$ cat src/rtl/mult_share_ctrl.sv
// Round-robin front end for one shared pipelined multiplier. A tag pipeline tracks which
// requester owns each product, and per-requester credits keep every result FIFO from overflowing.
module mult_share_ctrl #(
    parameter int unsigned WIDTH     = 32,
    parameter int unsigned LATENCY   = 12,
    parameter int unsigned RES_DEPTH = 2
) (
    input  logic               clk,
    input  logic               rst,
    input  logic               req0_valid,
    output logic               req0_ready,
    input  logic [WIDTH-1:0]   req0_a,
    input  logic [WIDTH-1:0]   req0_b,
    output logic               res0_valid,
    input  logic               res0_ready,
    output logic [2*WIDTH-1:0] res0_prod,
    input  logic               req1_valid,
    output logic               req1_ready,
    input  logic [WIDTH-1:0]   req1_a,
    input  logic [WIDTH-1:0]   req1_b,
    output logic               res1_valid,
    input  logic               res1_ready,
    output logic [2*WIDTH-1:0] res1_prod,
    output logic [WIDTH-1:0]   mul_a,
    output logic [WIDTH-1:0]   mul_b,
    input  logic [2*WIDTH-1:0] mul_p
);

    localparam int unsigned CW = $clog2(RES_DEPTH + 1);
    localparam int unsigned PW = (RES_DEPTH > 1) ? $clog2(RES_DEPTH) : 1;

    typedef struct packed {
        logic valid;
        logic owner;
    } tag_t;

    logic               w_req_valid [2];
    logic [WIDTH-1:0]   w_req_a     [2];
    logic [WIDTH-1:0]   w_req_b     [2];
    logic               w_res_ready [2];
    logic [CW:0]        w_used      [2];
    logic               w_eligible  [2];
    logic               w_grant     [2];
    logic               w_push      [2];
    logic               w_pop       [2];
    logic [2*WIDTH-1:0] w_head      [2];
    logic               w_issue;

    logic [CW-1:0]      r_inflight  [2];
    logic [CW-1:0]      r_cnt       [2];
    logic [PW-1:0]      r_rd_ptr    [2];
    logic [PW-1:0]      r_wr_ptr    [2];
    logic [2*WIDTH-1:0] r_mem       [2][RES_DEPTH];
    tag_t               r_tag       [LATENCY+1];
    logic               r_last_grant;

    function automatic logic [PW-1:0] ptr_inc(input logic [PW-1:0] p);
        return (p == PW'(RES_DEPTH - 1)) ? '0 : p + PW'(1);
    endfunction

    assign w_req_valid[0] = req0_valid;
    assign w_req_valid[1] = req1_valid;
    assign w_req_a[0]     = req0_a;
    assign w_req_a[1]     = req1_a;
    assign w_req_b[0]     = req0_b;
    assign w_req_b[1]     = req1_b;
    assign w_res_ready[0] = res0_ready;
    assign w_res_ready[1] = res1_ready;

    // A requester may only issue while its outstanding plus buffered results leave FIFO room.
    always_comb begin
        for (int n = 0; n < 2; n++) begin
            w_used[n]     = {1'b0, r_inflight[n]} + {1'b0, r_cnt[n]};
            w_eligible[n] = !rst && w_req_valid[n] && (w_used[n] < (CW+1)'(RES_DEPTH));
        end
        w_grant[0] = w_eligible[0] && (!w_eligible[1] || r_last_grant);
        w_grant[1] = w_eligible[1] && (!w_eligible[0] || !r_last_grant);
        w_issue    = w_grant[0] || w_grant[1];
    end

    always_comb begin
        for (int n = 0; n < 2; n++) begin
            w_push[n] = r_tag[LATENCY].valid && (r_tag[LATENCY].owner == 1'(n));
            w_pop[n]  = (r_cnt[n] != '0) && w_res_ready[n];
            w_head[n] = (r_cnt[n] != '0) ? r_mem[n][r_rd_ptr[n]] : '0;
        end
    end

    assign req0_ready = w_grant[0];
    assign req1_ready = w_grant[1];
    assign res0_valid = (r_cnt[0] != '0);
    assign res1_valid = (r_cnt[1] != '0);
    assign res0_prod  = w_head[0];
    assign res1_prod  = w_head[1];

    always_ff @(posedge clk) begin
        if (rst) begin
            mul_a        <= '0;
            mul_b        <= '0;
            r_last_grant <= 1'b1;
            for (int k = 0; k <= LATENCY; k++) begin
                r_tag[k] <= '0;
            end
            for (int n = 0; n < 2; n++) begin
                r_inflight[n] <= '0;
                r_cnt[n]      <= '0;
                r_rd_ptr[n]   <= '0;
                r_wr_ptr[n]   <= '0;
            end
        end else begin
            if (w_issue) begin
                mul_a        <= w_grant[1] ? w_req_a[1] : w_req_a[0];
                mul_b        <= w_grant[1] ? w_req_b[1] : w_req_b[0];
                r_last_grant <= w_grant[1];
            end
            // The multiplier never stalls, so the tag pipe shifts unconditionally.
            r_tag[0] <= '{valid: w_issue, owner: w_grant[1]};
            for (int k = 1; k <= LATENCY; k++) begin
                r_tag[k] <= r_tag[k-1];
            end
            for (int n = 0; n < 2; n++) begin
                if (w_grant[n] && !w_push[n]) begin
                    r_inflight[n] <= r_inflight[n] + CW'(1);
                end else if (!w_grant[n] && w_push[n]) begin
                    r_inflight[n] <= r_inflight[n] - CW'(1);
                end
                if (w_push[n]) begin
                    r_wr_ptr[n] <= ptr_inc(r_wr_ptr[n]);
                end
                if (w_pop[n]) begin
                    r_rd_ptr[n] <= ptr_inc(r_rd_ptr[n]);
                end
                if (w_push[n] && !w_pop[n]) begin
                    r_cnt[n] <= r_cnt[n] + CW'(1);
                end else if (w_pop[n] && !w_push[n]) begin
                    r_cnt[n] <= r_cnt[n] - CW'(1);
                end
            end
        end
    end

    always_ff @(posedge clk) begin
        for (int n = 0; n < 2; n++) begin
            if (w_push[n]) begin
                r_mem[n][r_wr_ptr[n]] <= mul_p;
            end
        end
    end

endmodule

$ cat config.mk
export PLATFORM = sky130hd
export DESIGN_NAME = mult_share_ctrl
export DESIGN_NICKNAME = d
export VERILOG_FILES = /design/src/rtl/mult_share_ctrl.sv
export SDC_FILE = /design/constraint.sdc
export NUM_CORES = 1
export LEC_CHECK = 0
export BUFFER_PORTS_ARGS = -buffer_cell sky130_fd_sc_hd__buf_2
export CAP_MARGIN = 20
export CORE_AREA = 5 5 172 174
export CTS_BUF_LIST = sky130_fd_sc_hd__clkbuf_8 sky130_fd_sc_hd__clkbuf_16
export CTS_CLUSTER_DIAMETER = 150
export DETAILED_ROUTE_END_ITERATION = 10
export DIE_AREA = 0 0 177 179
export HOLD_SLACK_MARGIN = 0.1
export PLACE_DENSITY = 0.8
export RECOVER_POWER = 50
export SLEW_MARGIN = 20
export SYNTH_ARGS = -nofsm -noshare
export SYNTH_HDL_FRONTEND = slang
export SYNTH_SLANG_ARGS = --single-unit
$ cat constraint.sdc
create_clock -name clk -period 4.95 [get_ports clk]
set_clock_uncertainty 0.1 [all_clocks]
set_input_delay 1.485 -clock clk [delete_from_list [all_inputs] [get_ports clk]]
set_output_delay 1.485 -clock clk [all_outputs]
set_load 0.01 [all_outputs]
==> results.py <==
metrics = {
    "die": {
        "core_sq_um": 27600,
        "die_h_um": 179,
        "num_io_pins": 394,
        "rows": 61,
        "die_w_um": 177,
        "initial_core_util_pct": 51.2,
        "dieArea_sq_um": 31700,
    },
    "global_routing": {
        "grt_pass1_wl_um": 56200,
        "grt_max_degree": 94,
        "grt.overflow.total": 0,
        "grt_use_total_pct": 22.7,
        "antenna_found_initial": 16,
        "grt_pass1_vias": 10000,
    },
    "detailed_routing": {
        "via_per_inst": 5.42,
        "dr_total_vias": 10000,
        "wl_per_cell_um": 20.5,
        "drtAntennaViolNets": 0,
        "drcViolationCount": 0,
        "drtIter0Drc": 598,
        "drt_pass1_iterations": 5,
        "wirelength_um": 37900,
    },
    "cts": {
        "cts_setup_buffers": 0,
        "numCtsBuffers": 37,
        "clk_pin_slew_ps": 60,
        "root_buffer": "clkbuf_16",
        "cts_tree": "done",
        "cts.sinks": 359,
        "cts_max_level": 2,
        "clock_path_buffers": 3,
        "hold_buffers": 0,
        "clk_latency_ps": 510,
        "post_cts_resized": 0,
    },
    "cells_and_area": {
        "fillers": 2110,
        "final_area_sq_um": 17600,
        "drive_above_1_share_pct": 27.7,
        "postLayoutCoreUtil_pct": 63.5,
        "areaGrowthSynthToFinish_pct": 24.0,
        "layout.nets": 1632,
    },
    "setup_path": {
        "cp-start-kind": "input port",
        "r2r_setup_slack_ps": 850,
        "required_ps": 3370,
        "crit_fanout": 17,
        "regToRegStartpoint": "r_tag[1][9]",
        "critPathArrivalTime_ps": 2980,
        "crit_type": "input port to primary output",
        "endpoint_kind": "primary output",
        "timing.rr.end": "r_mem[0][16]",
        "reg2regPathDepth": 2,
    },
    "timing": {
        "setup_viol_count_final": 0,
        "fmax_mhz": 219,
        "rsz0062_at_grt": "no",
        "max-slew-margin-rel_pct": -46.4,
        "drv_slew": 261,
        "period_needed_ps": 4570,
        "hold_violations": 0,
        "worst_pin_slew_ps": 2200,
        "hold_slack_ps": 330,
        "fin_crit_sh_pct": 92.3,
        "setup_tns_ps": 0,
    },
    "synthesis": {
        "ys_types": 39,
        "ys_seq_area_share_pct": 69.7,
        "synth_area_leaders": "edfxtp_1 (57%), dfxtp_1 (13%), mux2i_1 (9.0%), nand3_1 (4.6%), nand4b_1 (4.0%)",
        "yosysTopAreaCell": "edfxtp_1",
        "yosysWarnings": 0,
        "syn_area_sq_um": 14200,
        "synth-seq-cells": 359,
        "synth_top_area_share_pct": 56.8,
        "syn_avg_cell_area_sq_um": 13.4,
        "syn_nets": 1257,
        "synth_cells": 1056,
    },
    "power_and_ir_drop": {
        "power_density_nw_per_um2": 438,
        "p_leak_nw": 7.05,
        "ir_worst_vdd_mv": 0.252,
    },
    "run_status": {
        "violations": "max-capacitance violations, max-slew violations",
        "outcome": "finished, violations left",
    },
    "placed_design": {
        "place_area_sq_um": 16400,
        "place_hpwl_um": 25100,
        "io_buffers": 393,
        "gp_congestion": 0.883,
    },
    "min_path": {
        "hold_depth": 1,
        "whs_endpoint": "r_tag[0][11]",
        "min_from": "r_tag[0][9]",
        "min_path_type": "flop to flop",
    },
    "flow_run": {
        "cap_violations": 5,
    },
}
routing by layer:
layer  global-route usage (%)  share of wire (%)
met4                     9.77                4.1
met5                        0              0.034
met3                     6.39                9.3
met2                     38.7                 49
met1                     27.3                 38
cells in the mapped netlist, drive strengths merged:
| cell type | n |
|---|---|
| nor2b | 24 |
| a211oi | 3 |
| buf | 35 |
| and3 | 2 |
| dfxtp | 91 |
| nand2b | 8 |
| inv | 7 |
| edfxtp | 268 |
| or3b | 2 |
| a21oi | 7 |
| nand4b | 64 |
| nand2 | 69 |
| fa | 2 |
| nor2 | 140 |
| nand4 | 1 |
| or2 | 1 |
| or4b | 2 |
| or3 | 4 |
| xnor2 | 4 |
| nand3 | 130 |
| nor4b | 2 |
| o21bai | 2 |
| o21a | 1 |
| mux2i | 128 |
| ha | 1 |
| o22ai | 1 |
| and2 | 2 |
| clkbuf | 43 |
| xor2 | 2 |
| nor3 | 1 |
| a311oi | 1 |
| a2111oi | 2 |
| a21o | 2 |
| o21ai | 4 |
worst max path at each step:
stage          slack [ps]        start  cells past startpoint       endpoint
6_report              380          rst                      4     req0_ready
4_1_cts               520          rst                      4     req0_ready
3_3_place_gp          530          rst                      4     req0_ready
2_1_floorplan         620          rst                      5     req1_ready
5_1_grt               280  r_cnt[1][1]                      5  res1_prod[38]
3_5_place_dp          510          rst                      4     req0_ready
state kept, by name, summed over array words and instances, names as in the netlist:
name	count
r_inflight	4
r_last_grant	1
mul_a	32
r_rd_ptr	2
r_cnt	4
r_tag	26
r_mem	256
mul_b	32
r_wr_ptr	2
per-stage QoR:
stage          total power, mW  instances  worst slack, ps
3_3_place_gp              4.99       1770              534
4_1_cts                   7.75       1835              520
5_1_grt                   8.01       1846              283
6_report                  7.70       1848              380
2_1_floorplan             4.41       1056              624
3_5_place_dp              5.01       1770              510
critical path: stages:
cell and delay, ps:
clkbuf_1 270, or4b_2 820, nor2_1 230, buf_2 180
power breakdown:
group	leakage, nW	total, mW	switching (mW)	internal, mW
clock	0.604	2.74	1.10	1.64
sequential	3.18	3.56	0.128	3.43
combinational	3.27	1.39	0.850	0.543
total	7.05	7.70	2.08	5.62
kinds of logic (layout without fill, tap and decap cells):
group	after synthesis	in the layout	synth area share, %
and+or+nand+nor	452	452	16.4
DFF	359	359	69.7
muxes	128	128	9.05
buffers and inverters	85	486	3.00
AOI/OAI and AO/OA	23	23	1.12
xor gates and xnor gates	6	6	0.371
adders and majority gates	3	3	0.371
other	0	13	0
cell type report:
class	count	area (sq um)	area share (%)
diodes	13	32.5	0.185
clock buffers	38	940	5.35
clock inverters	27	269	1.53
inverters	7	26.3	0.150
multi-input cells	612	3870	22.1
flip-flops and latches	359	9870	56.2
well taps	378	473	2.69
repair buffers	414	2070	11.8
layout by cell type (no fill, tap or decap), drive strengths merged, types with 3 or more instances in the layout:
master  netlist  final
a211oi        3      3
a21oi         7      7
buf          35    345
bufinv        0      5
clkbuf       43    107
clkinv        0     13
dfxtp        91     91
diode         0     13
edfxtp      268    268
inv           7     14
mux2i       128    128
nand2        69     69
nand2b        8      8
nand3       130    130
nand4b       64     64
nor2        140    140
nor2b        24     24
o21ai         4      4
or3           4      4
xnor2         4      4
Note: power is estimated with default switching activity, not from simulation.
